`config.mk`:
```
export PLATFORM = sky130hd
export DESIGN_NAME = maze_engine
export DESIGN_NICKNAME = d
export VERILOG_FILES = /design/src/rtl/maze_pkg.sv /design/src/rtl/key_debounce.sv /design/src/rtl/maze_engine.sv
export SDC_FILE = /design/constraint.sdc
export NUM_CORES = 1
export LEC_CHECK = 0
export ABC_AREA = 1
export CORE_ASPECT_RATIO = 0.6
export CORE_UTILIZATION = 52
export DETAILED_ROUTE_END_ITERATION = 12
export GPL_ROUTABILITY_DRIVEN = 0
export GPL_TIMING_DRIVEN = 0
export PLACE_DENSITY = 0.72
export SLEW_MARGIN = 20
export SYNTH_ARGS = -nofsm -noshare
export SYNTH_HDL_FRONTEND = slang
export SYNTH_SLANG_ARGS = --single-unit
export TNS_END_PERCENT = 1
```
`constraint.sdc`:
```
create_clock -name clk -period 3.51 [get_ports clk]
set_clock_uncertainty 0.05 [all_clocks]
set_input_delay 0.702 -clock clk [delete_from_list [all_inputs] [get_ports clk]]
set_output_delay 0.702 -clock clk [all_outputs]
set_load 0.05 [all_outputs]
```
`src/rtl/maze_pkg.sv`:
```
// maze_pkg: shared constants for the maze game core.
//   - direction key indices
//   - map count
//   - the two 8x8 wall maps; bit c of row r set means cell (r,c) is a wall
//   - per-map start and terminal cells
//   - wall_row(): wall bits of one row of the selected map
package maze_pkg;

  localparam int NUM_DIRS    = 4;
  localparam int DIR_ROW_INC = 0;
  localparam int DIR_ROW_DEC = 1;
  localparam int DIR_COL_DEC = 2;
  localparam int DIR_COL_INC = 3;

  localparam int NUM_MAPS = 2;

  localparam logic [7:0] MAP0 [0:7] = '{
    8'b0001_1110,
    8'b0100_0010,
    8'b0101_0100,
    8'b0001_0001,
    8'b0110_0100,
    8'b0000_1010,
    8'b0100_0000,
    8'b0001_0000
  };

  localparam logic [7:0] MAP1 [0:7] = '{
    8'b1000_0001,
    8'b0011_1100,
    8'b1000_0010,
    8'b1010_0000,
    8'b1000_1000,
    8'b1011_0000,
    8'b1000_0110,
    8'b1000_0001
  };

  localparam logic [2:0] START_ROW [0:1] = '{3'd6, 3'd7};
  localparam logic [2:0] START_COL [0:1] = '{3'd7, 3'd6};
  localparam logic [2:0] TERM_ROW  [0:1] = '{3'd0, 3'd1};
  localparam logic [2:0] TERM_COL  [0:1] = '{3'd0, 3'd7};

  function automatic logic [7:0] wall_row(input logic map_id, input logic [2:0] r);
    return map_id ? MAP1[r] : MAP0[r];
  endfunction

endpackage

```
`src/rtl/key_debounce.sv`:
```
// key_debounce: single-key debouncer with press pulse.
//   clk   system clock
//   rst   synchronous reset, active-low
//   key   raw key, active-high
//   press one-cycle pulse on the rising edge of the debounced level
// The debounced level rises once DEB_CNT consecutive high samples have been
// seen and drops in the same cycle the raw key reads 0.
module key_debounce #(
  parameter int DEB_CNT = 4194303
) (
  input  logic clk,
  input  logic rst,
  input  logic key,
  output logic press
);

  localparam int CNT_W = (DEB_CNT > 1) ? $clog2(DEB_CNT) : 1;
  localparam logic [CNT_W-1:0] CNT_LOAD = CNT_W'(DEB_CNT - 1);

  logic [CNT_W-1:0] cnt_q;
  logic             lvl_q;
  logic             lvl_d_q;
  logic             level;

  // gating with the raw key makes a release visible without a cycle of lag
  assign level = lvl_q & key;
  assign press = level & ~lvl_d_q;

  always_ff @(posedge clk) begin
    if (!rst) begin
      cnt_q   <= CNT_LOAD;
      lvl_q   <= 1'b0;
      lvl_d_q <= 1'b0;
    end else begin
      lvl_d_q <= level;
      if (!key) begin
        cnt_q <= CNT_LOAD;
        lvl_q <= 1'b0;
      end else if (cnt_q == '0) begin
        lvl_q <= 1'b1;
      end else begin
        cnt_q <= cnt_q - 1'b1;
      end
    end
  end

endmodule

```
`src/rtl/maze_engine.sv`:
```
// maze_engine: maze game core driving a row-scanned red/green dot matrix.
//   clk        system clock
//   rst        synchronous reset, active-low
//   start      raw start key; a press loads the map chosen by map_sel
//   map_sel    map choice, sampled on a start press
//   direction  raw move keys: [0] row+1, [1] row-1, [2] col-1, [3] col+1
//   row        active-low one-hot row strobe, bits >= GRID held 1
//   g_col      green columns (player, terminal)
//   r_col      red columns (walls, terminal)
//   pos_row/pos_col  player cell
//   steps      accepted moves since start, saturating
//   win        player has reached the terminal cell
// Build option: MAZE_BLINK_EN blinks the player (and the whole green plane
// after a win), toggling every 256 scan ticks.
module maze_engine
  import maze_pkg::*;
#(
  parameter int GRID     = 8,
  parameter int SCAN_DIV = 50000,
  parameter int DEB_CNT  = 4194303,
  parameter int STEP_W   = 8
) (
  input  logic                      clk,
  input  logic                      rst,
  input  logic                      start,
  input  logic                      map_sel,
  input  logic [3:0]                direction,
  output logic [7:0]                row,
  output logic [7:0]                g_col,
  output logic [7:0]                r_col,
  output logic [$clog2(GRID)-1:0]   pos_row,
  output logic [$clog2(GRID)-1:0]   pos_col,
  output logic [STEP_W-1:0]         steps,
  output logic                      win
);

  localparam int CW = $clog2(GRID);
  localparam logic [CW-1:0] LAST = CW'(GRID - 1);
  localparam logic [7:0] COL_MASK = 8'((9'd1 << GRID) - 9'd1);
  localparam int DIV_W = (SCAN_DIV > 1) ? $clog2(SCAN_DIV) : 1;
  localparam logic [DIV_W-1:0] DIV_LOAD = DIV_W'(SCAN_DIV - 1);

  logic [3:0]        dir_press;
  logic              start_press;

  logic              map_q;
  logic [CW-1:0]     pos_row_q, pos_col_q;
  logic [STEP_W-1:0] steps_q;
  logic              win_q;

  logic [DIV_W-1:0]  scan_div_q;
  logic [CW-1:0]     scan_idx_q;
  logic [7:0]        row_q, g_q, r_q;

  genvar k;
  generate
    for (k = 0; k < NUM_DIRS; k++) begin : g_dir_deb
      key_debounce #(.DEB_CNT(DEB_CNT)) u_deb (
        .clk   (clk),
        .rst   (rst),
        .key   (direction[k]),
        .press (dir_press[k])
      );
    end
  endgenerate

  key_debounce #(.DEB_CNT(DEB_CNT)) u_deb_start (
    .clk   (clk),
    .rst   (rst),
    .key   (start),
    .press (start_press)
  );

  // ---------------- move evaluation ----------------
  logic          mv_req, mv_off, mv_ok, at_term;
  logic [CW-1:0] t_row, t_col;
  logic [7:0]    t_walls;

  always_comb begin
    mv_req = (|dir_press) & ~win_q & ~start_press;
    mv_off = 1'b0;
    t_row  = pos_row_q;
    t_col  = pos_col_q;
    if (dir_press[DIR_ROW_INC]) begin
      if (pos_row_q == LAST) mv_off = 1'b1;
      else                   t_row  = pos_row_q + 1'b1;
    end else if (dir_press[DIR_ROW_DEC]) begin
      if (pos_row_q == '0)   mv_off = 1'b1;
      else                   t_row  = pos_row_q - 1'b1;
    end else if (dir_press[DIR_COL_DEC]) begin
      if (pos_col_q == '0)   mv_off = 1'b1;
      else                   t_col  = pos_col_q - 1'b1;
    end else if (dir_press[DIR_COL_INC]) begin
      if (pos_col_q == LAST) mv_off = 1'b1;
      else                   t_col  = pos_col_q + 1'b1;
    end
    t_walls = wall_row(map_q, 3'(t_row)) & COL_MASK;
    mv_ok   = mv_req & ~mv_off & ~t_walls[3'(t_col)];
    at_term = (pos_row_q == CW'(TERM_ROW[map_q])) &&
              (pos_col_q == CW'(TERM_COL[map_q]));
  end

  always_ff @(posedge clk) begin
    if (!rst) begin
      map_q     <= 1'b0;
      pos_row_q <= CW'(START_ROW[0]);
      pos_col_q <= CW'(START_COL[0]);
      steps_q   <= '0;
      win_q     <= 1'b0;
    end else if (start_press) begin
      map_q     <= map_sel;
      pos_row_q <= CW'(START_ROW[map_sel]);
      pos_col_q <= CW'(START_COL[map_sel]);
      steps_q   <= '0;
      win_q     <= 1'b0;
    end else begin
      if (mv_ok) begin
        pos_row_q <= t_row;
        pos_col_q <= t_col;
        if (steps_q != '1) steps_q <= steps_q + 1'b1;
      end
      if (!win_q && at_term) win_q <= 1'b1;
    end
  end

  // ---------------- display scan ----------------
  logic          scan_tick;
  logic [CW-1:0] nxt_idx;
  logic [7:0]    term_bits, player_bits, row_nxt, red_nxt, green_nxt;
  logic          blink_on;

`ifdef MAZE_BLINK_EN
  logic [7:0] blink_cnt_q;
  logic       blink_q;

  always_ff @(posedge clk) begin
    if (!rst) begin
      blink_cnt_q <= 8'hFF;
      blink_q     <= 1'b1;
    end else if (scan_tick) begin
      if (blink_cnt_q == 8'h00) begin
        blink_cnt_q <= 8'hFF;
        blink_q     <= ~blink_q;
      end else begin
        blink_cnt_q <= blink_cnt_q - 1'b1;
      end
    end
  end

  assign blink_on = blink_q;
`else
  assign blink_on = 1'b1;
`endif

  always_comb begin
    scan_tick   = (scan_div_q == '0);
    nxt_idx     = (scan_idx_q == LAST) ? '0 : scan_idx_q + 1'b1;
    term_bits   = (CW'(TERM_ROW[map_q]) == nxt_idx) ? (8'd1 << TERM_COL[map_q]) : 8'd0;
    player_bits = (pos_row_q == nxt_idx) ? (8'd1 << pos_col_q) : 8'd0;
    row_nxt     = ~(8'd1 << nxt_idx);
    red_nxt     = (wall_row(map_q, 3'(nxt_idx)) & COL_MASK) | term_bits;
    // after a win the blink gates the whole green plane, otherwise only the player
    if (win_q) green_nxt = (player_bits | term_bits) & {8{blink_on}};
    else       green_nxt = term_bits | (player_bits & {8{blink_on}});
  end

  always_ff @(posedge clk) begin
    if (!rst) begin
      scan_div_q <= '0;
      scan_idx_q <= '0;
      row_q      <= 8'hFF;
      g_q        <= 8'h00;
      r_q        <= 8'h00;
    end else if (scan_tick) begin
      scan_div_q <= DIV_LOAD;
      scan_idx_q <= nxt_idx;
      row_q      <= row_nxt;
      g_q        <= green_nxt;
      r_q        <= red_nxt;
    end else begin
      scan_div_q <= scan_div_q - 1'b1;
    end
  end

  assign row     = row_q;
  assign g_col   = g_q;
  assign r_col   = r_q;
  assign pos_row = pos_row_q;
  assign pos_col = pos_col_q;
  assign steps   = steps_q;
  assign win     = win_q;

endmodule

```
# Word-level counts from Yosys, hierarchy flattened
# Memory sizes are Yosys's and may differ from the RTL's.
# Index checks and enable logic that the tools add are counted.
[op_classes]
bitwise_logic = 31
magnitude_cmp = 5
shift = 3
n_eq_ne = 8
addsub = 12
n_reduce_logical = 21
n_mux = 50
[op_table]
columns = ["cell", "n"]
rows = [
  ["$logic_not 22->1", 5],
  ["$sub 22x1->22 const B", 5],
  ["$mux 8", 12],
  ["$mux 3", 24],
  ["$shl 1x3->8 const A", 3],
  ["$logic_not 16->1", 1],
  ["$mux 16", 1],
  ["$or 8x8->8", 2],
  ["$sub 16x1->16 const B", 1],
  ["$and 1x1->1", 14],
  ["$eq 3x3->1", 4],
  ["$mux 1", 12],
  ["$reduce_and 2->1", 6],
  ["$not 1->1", 10],
  ["$add 3x1->3 const B", 3],
  ["$eq 3x3->1 const B", 3],
  ["$add 8x1->8 const B", 1],
  ["$ge 4x4->1 const B", 2],
  ["$ne 8x8->1 const B", 1],
  ["$not 3->4", 2],
  ["$not 8->8", 1],
  ["$logic_not 3->1", 2],
  ["$sub 3x1->3 const B", 2],
  ["$ge 2x2->1 const B", 2],
  ["8 further kinds", 11],
]
[totals]
input_bits = 8
output_inout_bits = 39
rom_bits = 256
register_bits = 179
wordCells = 160
mem_count = 4
[memory_table]
columns = ["memory", "words", "word_bits", "read_ports", "rd_ports_with_merged_regs", "write_ports", "line_no", "rtl"]
rows = [
  ["(no name shown)", 8, 8, 1, 0, 0, "maze_pkg.sv:45", "return map_id ? MAP1[r] : MAP0[r];"],
  ["(no name shown)", 8, 8, 1, 0, 0, "maze_pkg.sv:45", ""],
  ["(no name shown)", 8, 8, 1, 0, 0, "maze_pkg.sv:45", ""],
  ["(no name shown)", 8, 8, 1, 0, 0, "maze_pkg.sv:45", ""],
]

# Longest topological paths before layout
[depth]
depth_word = 15
depth_mapped = 21
mapped_depth_nobuf = 21

# By module
# A second synthesis with hierarchy kept.
[hier_totals]
cells_unflattened = 1469
hier_area_um2 = 9826.9
[modules_own_cells]
columns = ["mod", "area_per_inst_um2", "n_inst", "cells_each", "seq_area_each_um2"]
rows = [
  ["key_debounce", 1286.2, 5, 199, 480.5],
  ["maze_engine", 3395.8, 1, 474, 1181.1],
]

# Worst setup path before layout
# No wires, ideal clock.
[synth_path]
kind = "reg2reg"
startpoint = "register pos_row_q[0], in the netlist pos_row[0]"
endpoint = "register steps_q[2], in the netlist steps[2]"
setup_time_ns = 0.120
period_less_slack_ns = 2.957
slack_ns = 0.553
t_arrival_ns = 2.787
stages_incl_launch_ff = 22
required_time_ns = 3.340
n_path_buf = 0
path_cell_list = "dfxtp_1 inv_1 ha_1 nand2_1 nand2_1 nand2_1 nand3_1 nand2_1 inv_1 ha_1 nand3_1 nand2_1 nand2_1 inv_1 nand2_1 inv_2 nor2_2 nor2_4 nor2_8 nand3_2 nand2_1 a21oi_1"
[synth_via]
elab_chain_len = 14
elab_cells_between_ends = 27
classes_between = "2 x add/sub; 1 x eq/ne; 15 x mux; 5 x bitwise; 2 x reduce/logical; 2 x memory"
[synth_lines]
columns = ["item", "line_no", "rtl"]
rows = [
  ["start: declaration", "maze_engine.sv:47", "logic [CW-1:0] pos_row_q, pos_col_q;"],
  ["start signal: assignment", "maze_engine.sv:106", "pos_row_q <= CW'(START_ROW[0]);"],
  ["start signal: assignment", "maze_engine.sv:112", "pos_row_q <= CW'(START_ROW[map_sel]);"],
  ["start signal: assignment", "maze_engine.sv:118", "pos_row_q <= t_row;"],
  ["$sub 3x1->3 / $logic_not 3->1 (equally long branches)", "maze_engine.sv:89, maze_engine.sv:88", ""],
  ["$mux 3", "maze_engine.sv:88", "if (pos_row_q == '0) mv_off = 1'b1;"],
  ["$mux 3", "maze_engine.sv:87", "end else if (dir_press[DIR_ROW_DEC]) begin"],
  ["$mux 3", "maze_engine.sv:84", "if (dir_press[DIR_ROW_INC]) begin"],
  ["$not 3->4 (implied by the code)", "maze_pkg.sv:45", ""],
  ["$mem_v2 8x8", "--", ""],
  ["$mux 8 (implied by the code) (2 in a row)", "maze_pkg.sv:45", ""],
  ["$mux 8", "maze_pkg.sv:45", ""],
  ["$bmux 1 s3", "maze_engine.sv:98", "mv_ok = mv_req & ~mv_off & ~t_walls[3'(t_col)];"],
  ["$mux 1 (implied by the code)", "maze_engine.sv:98", ""],
  ["$not 1->1", "maze_engine.sv:98", ""],
  ["$and 1x1->1 (*)", "maze_engine.sv:98", ""],
  ["$reduce_and 2->1 (no line) (*)", "--", ""],
  ["end signal: assignment", "maze_engine.sv:120", "if (steps_q != '1) steps_q <= steps_q + 1'b1;"],
  ["end: declaration", "maze_engine.sv:48", "logic [STEP_W-1:0] steps_q;"],
]
# Mark *: on every way between the ends. The rest lies on a longest branch, timed or not. The select of a mux whose other input is x is not followed.
# A chain may end at the register's enable or synchronous reset.

# Worst setup path after layout
[layout_path]
startpoint = "register pos_row_q[0], in the netlist pos_row[0]"
endpoint = "register steps_q[3], in the netlist steps[3]"
# The elaborated chain is that of the path after synthesis.

==> flow_summary_export.csv <==
group,metric,value,unit
timing,slew_violations,0,
yosys,syn_area,0.00919,mm²
layout,nNetsFinal,1419,
layout,syn_to_final_growth,15.1,%
yosys,yosysMostFrequentCell,"nand2_1",
yosys,synth_seq_cells,179,
cts,numCtsBuffers,17,
floorplanning,die_h,105,µm
timing,hold_viol_final,0,
route,initialDrtViolationCount,1036,
timing,tightest_slew,0.788,ns
layout,drive_above_1_share,0.0565,
floorplanning,die-area,0.0182,mm²
job,maxCapViolCount,0,
yosys,synth-edff-count,0,
worst_setup_path,crit_top_cell,"nand2_1",
global_routing,grt_usage,0.265,
cts,root_buffer,"clkbuf_16",
worst_setup_path,slowest_delay,0.56,ns
worst_setup_path,cp-startpoint,"pos_row[0]",
yosys,synth_cell_types,48,
global_routing,grt_pass1_wl,39.1,mm
cts,postCtsSetupBuffers,0,
placed_design,io_buffers,45,
yosys,netlist.top_cell.by_area,"dfxtp_1",
power,power,5.91,mW
global_routing,grt_pass1_vias,7890,
cts,cts_hold_buffers,0,
route,drc,0,
floorplanning,die_x,174,µm
min_path,worstHoldPathType,"reg -> reg",
yosys,synth_cells,1320,
worst_setup_path,end_kind,"flip-flop",
worst_setup_path,worst-path-buf-inv,4,
yosys,synthArstFlopShare,0,
global_routing,overflow,0,
route,viasPerCell,5.49,
yosys,ys.flop_type,"dfxtp_1",
timing,setup_ws,0.308,ns
worst_setup_path,slowest_stage,"dfxtp_1",
yosys,syn_nets,1355,
min_path,hold_path.startpoint,"g_dir_deb[3].u_deb.lvl_q",
layout,regArea,0.00358,mm²
route,firstDrtPassIters,7,
yosys,synth_top_family_by_area,"simple AND/OR/NAND/NOR gates",
layout,diodes,0,
cts,clock_sinks,179,
cts,clock_latency,0.44,ns
route,wl_per_cell,14.2,µm
worst_setup_path,cp-start-kind,"flip-flop",
status,outcome,"finished clean",
worst_setup_path,required,3.77,ns
global_routing,antenna_found_initial,0,
yosys,synthMuxAreaShare,0,
worst_setup_path,worstPathMaxFanout,9,
power,sequentialPowerShare,0.402,
power,p_sw_frac,0.338,
layout,final_area,0.0106,mm²
timing,max_freq,0.312,GHz
timing,finalSetupViolCount,0,
worst_setup_path,r2r_start,"pos_row[0]",
worst_setup_path,crit_chain,"inv_1 -> ha_1 -> nand2_1 -> nand2_1 -> nand2_1 -> nand3_1 -> nand2_1 -> inv_1 -> ha_1 -> nand3_1 -> nand2_1 -> nand2_1 -> inv_1 -> nand2_1 -> inv_2 -> nor2_2 -> nor2_4 -> nor2_8 -> nand3_2 -> nand2_1 -> a21oi_1",
yosys,synth_compound_area_frac,0.154,
layout,fillers,1607,
floorplanning,design.core.area,0.0172,mm²
yosys,postSynthAreaPerCell,6.96,µm²
placed_design,post_dp_cell_area,0.00993,mm²
power,power.net_switching,2.00,mW
cts,cts.clk_slew.worst_paths,0.07,ns
yosys,synth_top_area_share,0.390,
global_routing,grt_max_degree,17,
layout,finalNonFillerCells,1631,
route,num_vias,8949,
yosys,yosys.area_share.xor_xnor,0.0181,
yosys,synthSimpleGateAreaFrac,0.313,
worst_setup_path,crit_family,"simple AND/OR/NAND/NOR gates",
yosys,synthTopCellsByArea,"dfxtp_1 (39%), nand2_1 (9.0%), nor2_1 (7.9%)",
timing,tns,0,ns
timing,layout_min_cycle_time,3.20,ns
cts,htreeDepth,4,
layout,final_util,0.614,
power,p_per_area,559,mW/mm²
power,clock_power_share,0.349,
power,p_int,3.91,mW
timing,grt_setup_unrepaired,"false",
cts,cts_tree,"built",
yosys,synthTopCellsByCount,"nand2_1 (220), nor2_1 (194), dfxtp_1 (179)",
floorplanning,core.rowCount,37,
layout,multi_input_area,0.00480,mm²
power,vdd_drop_max,0.378,mV
power,pwr-share-comb,0.250,
route,antenna_left,0,
timing,slew_headroom,0.474,
cts,clk_path_buf_depth,2,
placed_design,detailed_place_hpwl,17.4,mm
worst_setup_path,worstSetupPathType,"reg -> reg",
floorplanning,ios,47,
timing,fin_hold_ws,0.405,ns
route,wirelength,23.1,mm
worst_setup_path,arrival,3.46,ns
yosys,ys_seq_area_frac,0.390,
floorplanning,start_util,0.533,
timing,post-route-period-util,0.912,
cts,post_cts_resized,0,
yosys,synth_fa_ha_area_frac,0.0368,
placed_design,placed_cells,1599,
power,power_leakage,4.07,nW
yosys,synth_warnings,0,
placed_design,dp_slack,-0.0710,ns
[metal layers]
layer	up-vias	GRT usage	routed length, µm
met1	4069	0.421	12200
met5	-	0	0
met3	24	0.0564	1990
met2	323	0.348	8600
met4	0	0.0733	291
li1	4533	-	-
[path summary, 6_finish.rpt]
| kind | to | slack [ns] | depth (start not counted) |
|---|---|---|---|
| setup reg to reg | steps[3] | 0.31 | 21 |
| hold / removal | g_dir_deb[3].u_deb.lvl_d_q | 0.41 | 2 |
| hold reg to reg | g_dir_deb[3].u_deb.lvl_d_q | 0.41 | 2 |
| setup / recovery | steps[3] | 0.31 | 21 |
[cells in the final DEF (no fill, tap or decap), types with 6 or more instances in the layout]
cell type / n
nand4_1: 29
inv_1: 175
xnor2_1: 11
a21oi_1: 97
clkbuf_1: 16
clkbuf_16: 17
o31ai_1: 10
or2_2: 7
nor2_1: 194
nand3_2: 6
o21ai_0: 95
nand3_1: 93
nand2_1: 220
ha_1: 27
nor2_2: 6
clkinv_1: 6
dfxtp_1: 179
nand2_2: 7
a31oi_1: 6
xor2_1: 8
clkdlybuf4s50_1: 45
nor3_1: 37
nor4_1: 14
nand3b_1: 7
o211ai_1: 24
[final cells by class]
type                       instances  area share
tap                              234      0.0277
inverter                         185      0.0659
multi-input combinational        934       0.454
clock buffer                      18      0.0415
buffer                            22      0.0105
sequential                       179       0.339
clock inverter                    14      0.0191
timing repair buffer              45      0.0426
[state kept, by name, summed over array words and instances (netlist names)]
signal and flops:
win 1, u_deb_start.cnt_q 22, r_col 8, scan_idx_q 3
g_dir_deb.u_deb.lvl_d_q 4, map_q 1, u_deb_start.lvl_d_q 1, row 8
pos_col 3, g_dir_deb.u_deb.lvl_q 4, g_col 8, pos_row 3
u_deb_start.lvl_q 1, steps 8, g_dir_deb.u_deb.cnt_q 88, scan_div_q 16
[tightest hold or removal path, delay by kind of cell, from the launching register on]
family,cells,cell delay [ns]
flip-flops,1,0.31
AND/OR/NAND/NOR,1,0.04
buffers and inverters,1,0.06
[cell families after synthesis]
kind of cell               count (synthesis)
buffers and inverters                    207
DFF                                      179
and+or+nand+nor                          635
xor gates and xnor gates                  19
AOI/OAI and AO/OA                        253
adders and majority gates                 27
[power by group through the flow]
stage	Clock, mW	Combinational (mW)	Sequential, mW
6_report	2.06	1.47	2.37
5_1_grt	2.18	1.61	2.39
4_1_cts	2.10	1.46	2.37
3_5_place_dp	0	1.45	2.41
3_3_place_gp	0	1.43	2.41
2_1_floorplan	0	0.714	2.70
(Power assumes the default switching activity.)
